### src/rtl/full_adder.sv
// -----------------------------------------------------------------------------
// full_adder
//
// Registered, width-parameterized binary full adder. Computes
// {cout, sum} = a + b + cin through a ripple chain of 1-bit full-adder cells
// and captures the result in a single output register stage. The result is
// available one clock after the operands are accepted.
//
// Parameters:
//   WIDTH      operand / sum width in bits (1..64), default 1
//
// Ports:
//   clk        rising-edge clock
//   rst        synchronous, active-high reset
//   in_valid   a, b, cin are accepted on this rising edge
//   a, b       operands (unsigned; two's-complement view used only for ovf)
//   cin        carry into bit 0
//   out_valid  sum/cout (and ovf) hold a newly computed result this cycle
//   sum        low WIDTH bits of a + b + cin
//   cout       carry out of bit WIDTH-1
//   ovf        signed overflow (only when FULL_ADDER_OVERFLOW_EN is defined)
//
// Configuration macro:
//   FULL_ADDER_OVERFLOW_EN  adds the registered ovf output, computed as
//                           carry[WIDTH] ^ carry[WIDTH-1].
// -----------------------------------------------------------------------------
module full_adder #(
    parameter int WIDTH = 1
) (
    input  logic             clk,
    input  logic             rst,
    input  logic             in_valid,
    input  logic [WIDTH-1:0] a,
    input  logic [WIDTH-1:0] b,
    input  logic             cin,
    output logic             out_valid,
    output logic [WIDTH-1:0] sum,
    output logic             cout
`ifdef FULL_ADDER_OVERFLOW_EN
    ,
    output logic             ovf
`endif
);

    // carry[i] is the carry into bit i; carry[WIDTH] is the carry out.
    logic [WIDTH:0]   carry;
    logic [WIDTH-1:0] sum_d;
    logic             cout_d;

    logic             valid_q;
    logic [WIDTH-1:0] sum_q;
    logic             cout_q;

    // Ripple chain: each iteration is one 1-bit full-adder cell.
    // NOTE: every variable driven here gets a value on every path (carry[0]
    // first, then each bit in the loop), so no latch can be inferred.
    always_comb begin
        carry[0] = cin;
        sum_d    = '0;
        for (int i = 0; i < WIDTH; i++) begin
            sum_d[i]     = a[i] ^ b[i] ^ carry[i];
            carry[i+1]   = (a[i] & b[i]) | (carry[i] & (a[i] ^ b[i]));
        end
        cout_d = carry[WIDTH];
    end

`ifdef FULL_ADDER_OVERFLOW_EN
    logic ovf_d;
    logic ovf_q;

    // Signed overflow: the carry into the sign bit differs from the carry out.
    assign ovf_d = carry[WIDTH] ^ carry[WIDTH-1];
`endif

    // Reset wins over in_valid, so an operand set presented with rst is
    // dropped. Without in_valid the result registers simply hold, which also
    // keeps X on idle operands out of the held outputs.
    // NOTE: sequential state uses non-blocking assignments so every register
    // samples the pre-edge values regardless of statement order.
    always_ff @(posedge clk) begin
        if (rst) begin
            valid_q <= 1'b0;
            sum_q   <= '0;
            cout_q  <= 1'b0;
`ifdef FULL_ADDER_OVERFLOW_EN
            ovf_q   <= 1'b0;
`endif
        end else begin
            valid_q <= in_valid;
            if (in_valid) begin
                sum_q  <= sum_d;
                cout_q <= cout_d;
`ifdef FULL_ADDER_OVERFLOW_EN
                ovf_q  <= ovf_d;
`endif
            end
        end
    end

    assign out_valid = valid_q;
    assign sum       = sum_q;
    assign cout      = cout_q;
`ifdef FULL_ADDER_OVERFLOW_EN
    assign ovf       = ovf_q;
`endif

endmodule

### config.mk
export PLATFORM = sky130hd
export DESIGN_NAME = full_adder
export DESIGN_NICKNAME = d
export VERILOG_FILES = /design/src/rtl/full_adder.sv
export SDC_FILE = /design/constraint.sdc
export NUM_CORES = 1
export LEC_CHECK = 0
export BUFFER_PORTS_ARGS = -buffer_cell sky130_fd_sc_hd__buf_4
export CAP_MARGIN = 10
export CORE_AREA = 2 2 39 41
export DETAILED_ROUTE_END_ITERATION = 8
export DIE_AREA = 0 0 41 43
export PLACE_DENSITY = 0.35
export SYNTH_ARGS = -nofsm -noshare
export SYNTH_HDL_FRONTEND = slang
export SYNTH_SLANG_ARGS = --single-unit
export TNS_END_PERCENT = 50
### constraint.sdc
create_clock -name clk -period 1.09 [get_ports clk]
set_clock_uncertainty 0.05 [all_clocks]
set_input_delay 0.0545 -clock clk [delete_from_list [all_inputs] [get_ports clk]]
set_output_delay 0.0545 -clock clk [all_outputs]
set_load 0.05 [all_outputs]
==> results.tsv, run 1 <==
metric	value	unit
synthesis.area	114	um2
grt_max_degree	4	
drive_gt1_share	50.0	%
avgSynthCellArea	12.7	um2
worst_setup_path_end_kind	output pin	
cts_sinks	3	
dr.first_iter.drc_count	0	
path_class	flip-flop to output pin	
area_growth	102	%
hold_class	input pin to flip-flop	
start_util	8.23	%
rsz0062_at_grt	no	
ant_nets	0	
clk_latency	0.23	ns
worst_slack	0.215	ns
die_w	41	um
worstSetupStartpointType	flip-flop	
arrival	0.77	ns
cap_violations	0	
synthCells	9	
whs	0.0313	ns
p_per_area	1710	nW/um2
ys_types	5	
cts_max_path_buffers	2	
antenna_cells	0	
ys_seq_area_share	52.7	%
worstPathCellList	buf_4	
clockRootBuffer	clkbuf_4	
grt-ovfl-total	0	
critPathBufInv	1	
multi_input_area	53.8	um2
clk_pin_slew	0.04	ns
place_congestion	0.580	
core	1380	um2
drc	0	
synth_compound_area_share	0	%
crit_family	flip-flops	
finalWirelength	316	um
fin_tns_setup	0	ns
synth_common_cells	dfxtp_1, mux2i_1, nor2_1	
fin_util	16.6	%
synth_top_area_share	52.7	%
grt_pass1_vias	139	
wl_met2	116	um
synth_top_cell_by_area	dfxtp_1	
synth_edf_count	0	
synth_top_family_by_area	adder cells	
pre_cts_slack	0.0995	ns
power	393	uW
vdd_drop_max	0.376	mV
synth-xor-area-share	0	%
synthTopCellsByArea	dfxtp_1, fa_1, mux2i_1	
finalSetupViolations	0	
yosys-mux-area-fraction	17.6	%
m1WireLength	143	um
drt_pass1_iterations	1	
slew_viol_final	0	
slowest_stage	dfxtp_1	
grt_pass1_wl	538	um
top_layer	met3	
synth_ff_type	dfxtp_1	
yosysMostFrequentCell	dfxtp_1	
rows	14	
syn_nets	16	
pin_count	9	
crit_fanout	2	
yosys.area_share.simple	12.1	%
final_net_count	30	
synth_adder_area_share	17.6	%
p_leak	0.109	nW
worstMarginPinSlew	0.128	ns
required	0.99	ns
hold_viol_final	0	
cts_tree	yes	
dieArea	1760	um2
wl_per_cell	8.32	um
htreeDepth	1	
grt_usage	5.62	%
port_buffers	8	
slew_headroom	91.2	%
synthArstFlopShare	0	%
n_fill_cell	160	
antenna_found_initial	0	
max_freq	1.14	GHz
postCtsSetupBuffers	0	
synth_warnings	0	
period_needed	0.875	ns
cts_made_buffers	3	
dieHeight	43	um
critPathMaxStageDelay	0.34	ns
ys_ff_latch	3	
dp_hpwl	245	um
vias	114	
wl_met3	57	um
drt-vias-per-instance	3.00	
outcome	finished, final reports clean	
regArea	60.1	um2
final.period_utilization	80.3	%
per-stage QoR:
stage	area [um2]	cells
3_5_place_dp	194	33
5_1_grt	230	38
2_1_floorplan	114	9
3_3_place_gp	194	33
4_1_cts	230	38
6_report	230	38
worst paths after layout:
| kind | start | to | slack [ns] | cells after the start |
|---|---|---|---|---|
| setup / recovery | cout | cout | 0.21 | 1 |
| hold / removal | in_valid | out_valid | 0.03 | 2 |
| hold reg to reg | sum | sum | 0.47 | 2 |
| setup reg to reg | cout | cout | 0.44 | 2 |
cells by family after synthesis:
family / count (synthesis)
fa+ha+maj: 1
flops: 3
simple gates: 3
mux: 2
power by group:
group          internal (mW)  leakage [nW]  switching (mW)  total [mW]
registers              0.119        0.0249         0.00428       0.123
clock network          0.137        0.0150          0.0549       0.192
logic                 0.0334        0.0687          0.0445      0.0779
routing by layer:
| metal | up-vias | track usage (%) |
|---|---|---|
| li1 | 56 | - |
| met1 | 49 | 5.45 |
| met2 | 9 | 5.63 |
| met3 | 0 | 6.28 |
| met4 | 0 | 6.00 |
| met5 | - | 0 |
placed cells by master (no fill, tap or decap):
| master | instances |
|---|---|
| buf_4 | 8 |
| clkbuf_4 | 3 |
| dfxtp_1 | 3 |
| mux2i_1 | 2 |
| nor2_1 | 2 |
| nor2b_1 | 1 |
| fa_1 | 1 |
| clkbuf_1 | 1 |
| dlygate4sd3_1 | 1 |
state kept, by name (all words and copies together) (netlist names):
signal / flops
sum: 1
cout: 1
out_valid: 1
repair_timing:
item | in CTS | in global routing
hold buffers | 1 | 0
resized for setup | 0 | 0
endpoints found under the hold margin | 3 | 0
worst register-to-register path: stages (launching register included):
cell     delay [ns]
dfxtp_1        0.31
mux2i_1        0.13
nor2_1         0.05
final cells by class:
type | count | share of cell area (%)
Tap cell | 16 | 8.70
Sequential cell | 3 | 26.1
Clock buffer | 4 | 11.4
Multi-Input combinational cell | 6 | 23.4
Timing Repair Buffer | 9 | 30.4
Power figures use the tool's default switching activity.
==> run 2: changes to the inputs <==
--- a/config.mk
+++ b/config.mk
@@ -10,7 +10,7 @@
 export CORE_AREA = 2 2 39 41
 export DETAILED_ROUTE_END_ITERATION = 8
 export DIE_AREA = 0 0 41 43
-export PLACE_DENSITY = 0.35
+export PLACE_DENSITY = 0.36
 export SYNTH_ARGS = -nofsm -noshare
 export SYNTH_HDL_FRONTEND = slang
 export SYNTH_SLANG_ARGS = --single-unit
==> constraint.sdc (replaced) <==
create_clock -name clk -period 0.8 [get_ports clk]
set_clock_uncertainty 0.05 [all_clocks]
set_input_delay 0.04 -clock clk [delete_from_list [all_inputs] [get_ports clk]]
set_output_delay 0.04 -clock clk [all_outputs]
set_load 0.05 [all_outputs]
==> run 2 against run 1 <==
  * The flow now finishes with violations (negative setup slack)
  * Global-route usage shrank 0.10 points
  * First-iteration DRC count is the same
  * Highest routed layer unchanged
  * Flip-flop and latch count is the same
  * Final area grew 15%
  * Critical path depth is the same
  * Sequential share of layout area shrank 1.9 points
  * Critical endpoint unchanged
  * Cell count grew 2.6%
  * Worst hold slack lost 0.018 ns
  * Worst setup slack lost 0.22 ns
  * Combinational power grew 59%
  * Non-clock buffer count grew 1
==> results.tsv, run 2 (synthesized netlist as in run 1, its figures left out) <==
metric	value	unit	change
outcome	finished with violations		
violations	negative setup slack		
whs	0.0136	ns	-0.0177 ns
worstMarginPinSlew	0.129	ns	+0.000962 ns
cts_max_path_buffers	2		unchanged
antenna_found_initial	0		unchanged
grt-ovfl-total	0		unchanged
clk_pin_slew	0.04	ns	about the same
required	0.71	ns	-0.28 ns
critPathBufInv	1		unchanged
start_util	8.23	%	unchanged
cts_made_buffers	3		unchanged
clockRootBuffer	clkbuf_4		
rsz0062_at_grt	yes		
slew_headroom	91.1	%	about the same
dr.first_iter.drc_count	0		unchanged
hold_viol_final	0		unchanged
area_growth	132	%	
fin_util	19.1	%	+2.4 points
cts_tree	yes		
wl_met3	47	um	-18%
cap_violations	0		unchanged
slew_viol_final	0		unchanged
m1WireLength	140	um	-2.1%
wl_met2	116	um	unchanged
dieArea	1760	um2	unchanged
crit_fanout	2		unchanged
finalSetupViolations	2		+2
drc	0		unchanged
finalWirelength	303	um	-4.1%
core	1380	um2	unchanged
htreeDepth	1		unchanged
arrival	0.72	ns	-0.05 ns
final_common_cell	buf_4		
pin_count	9		unchanged
grt_max_degree	4		unchanged
grt_usage	5.52	%	-0.10 points
n_fill_cell	157		-1.9%
die_w	41	um	unchanged
vdd_drop_max	0.531	mV	+41%
path_class	flip-flop to output pin		
drive_gt1_share	65.2	%	+15 points
worstSetupStartpointType	flip-flop		
crit_family	flip-flops		
antenna_cells	0		unchanged
finalNonFillerCells	39		+2.6%
p_leak	0.120	nW	+11%
vias	116		+1.8%
final.period_utilization	101	%	
regArea	63.8	um2	+6.2%
drt_pass1_iterations	1		unchanged
critPathMaxStageDelay	0.34	ns	about the same
ant_nets	0		unchanged
clk_latency	0.23	ns	about the same
power	558	uW	+42%
top_layer	met3		
final_net_count	31		+3.3%
worst_slack	-0.00673	ns	-0.221 ns
p_per_area	2110	nW/um2	+24%
max_freq	1.24	GHz	
final_cell_mix	buf_4, clkbuf_4, dfxtp_2		
multi_input_area	53.8	um2	unchanged
dp_hpwl	244	um	-0.20%
worst_setup_path_end_kind	output pin		
dp.cells	33		unchanged
place_congestion	0.581		+0.17%
dieHeight	43	um	unchanged
pre_cts_slack	-0.176	ns	-0.276 ns
hold_class	input pin to flip-flop		
wl_per_cell	7.77	um	-6.6%
port_buffers	8		unchanged
cts_sinks	3		unchanged
grt_pass1_vias	135		-2.9%
drt-vias-per-instance	2.97		-0.85%
period_needed	0.807	ns	
grt_pass1_wl	538	um	unchanged
worstPathCellList	buf_8		
slowest_stage	dfxtp_2		
rows	14		unchanged
run 2: changes by cell type in the layout (fill, tap and decap cells not counted), sizes merged:
cell / before / now
buf: 8 / 9
run 2: final cells by class:
cell class / instances / share of cell area [%]
sequential: 3 / 24.2
timing repair buffer: 10 / 37.9
clock buffer: 4 / 9.95
multi-input combinational: 6 / 20.4
tap: 16 / 7.58
run 2: power breakdown:
| part | total, mW | leakage [nW] | switching [mW] | internal [mW] |
|---|---|---|---|---|
| sequential | 0.173 | 0.0258 | 0.00927 | 0.164 |
| clock | 0.261 | 0.0150 | 0.0744 | 0.187 |
| combinational | 0.124 | 0.0796 | 0.0605 | 0.0636 |
run 2: stage by stage:
| stage | setup TNS, ns | area [um2] |
|---|---|---|
| 2_1_floorplan | -0.132 | 115 |
| 3_3_place_gp | -0.269 | 195 |
| 3_5_place_dp | -0.322 | 195 |
| 4_1_cts | -0.0318 | 260 |
| 5_1_grt | -0.125 | 264 |
| 6_report | -0.0109 | 264 |
run 2: repair_timing:
item                                    in CTS  in global routing
buffers inserted                             1                  0
resized for setup                            7                  1
endpoints found under the setup margin       3                  4
hold buffers                                 1                  0
pin swaps                                    0                  1
hold endpoints to repair                     3                  0
run 2: layer usage:
layer	up-vias	GRT usage [%]
met5	-	0
met4	0	6.00
met2	9	5.00
li1	58	-
met3	0	6.81
met1	49	5.45
run 2: worst paths after layout:
path                            startpoint   endpoint  slack (ns)  depth (start not counted)
worst max-delay path                  cout       cout      -0.007                          1
worst min register to register         sum        sum        0.47                          2
worst max register to register        cout       cout        0.02                          3
worst min-delay path              in_valid  out_valid        0.01                          2
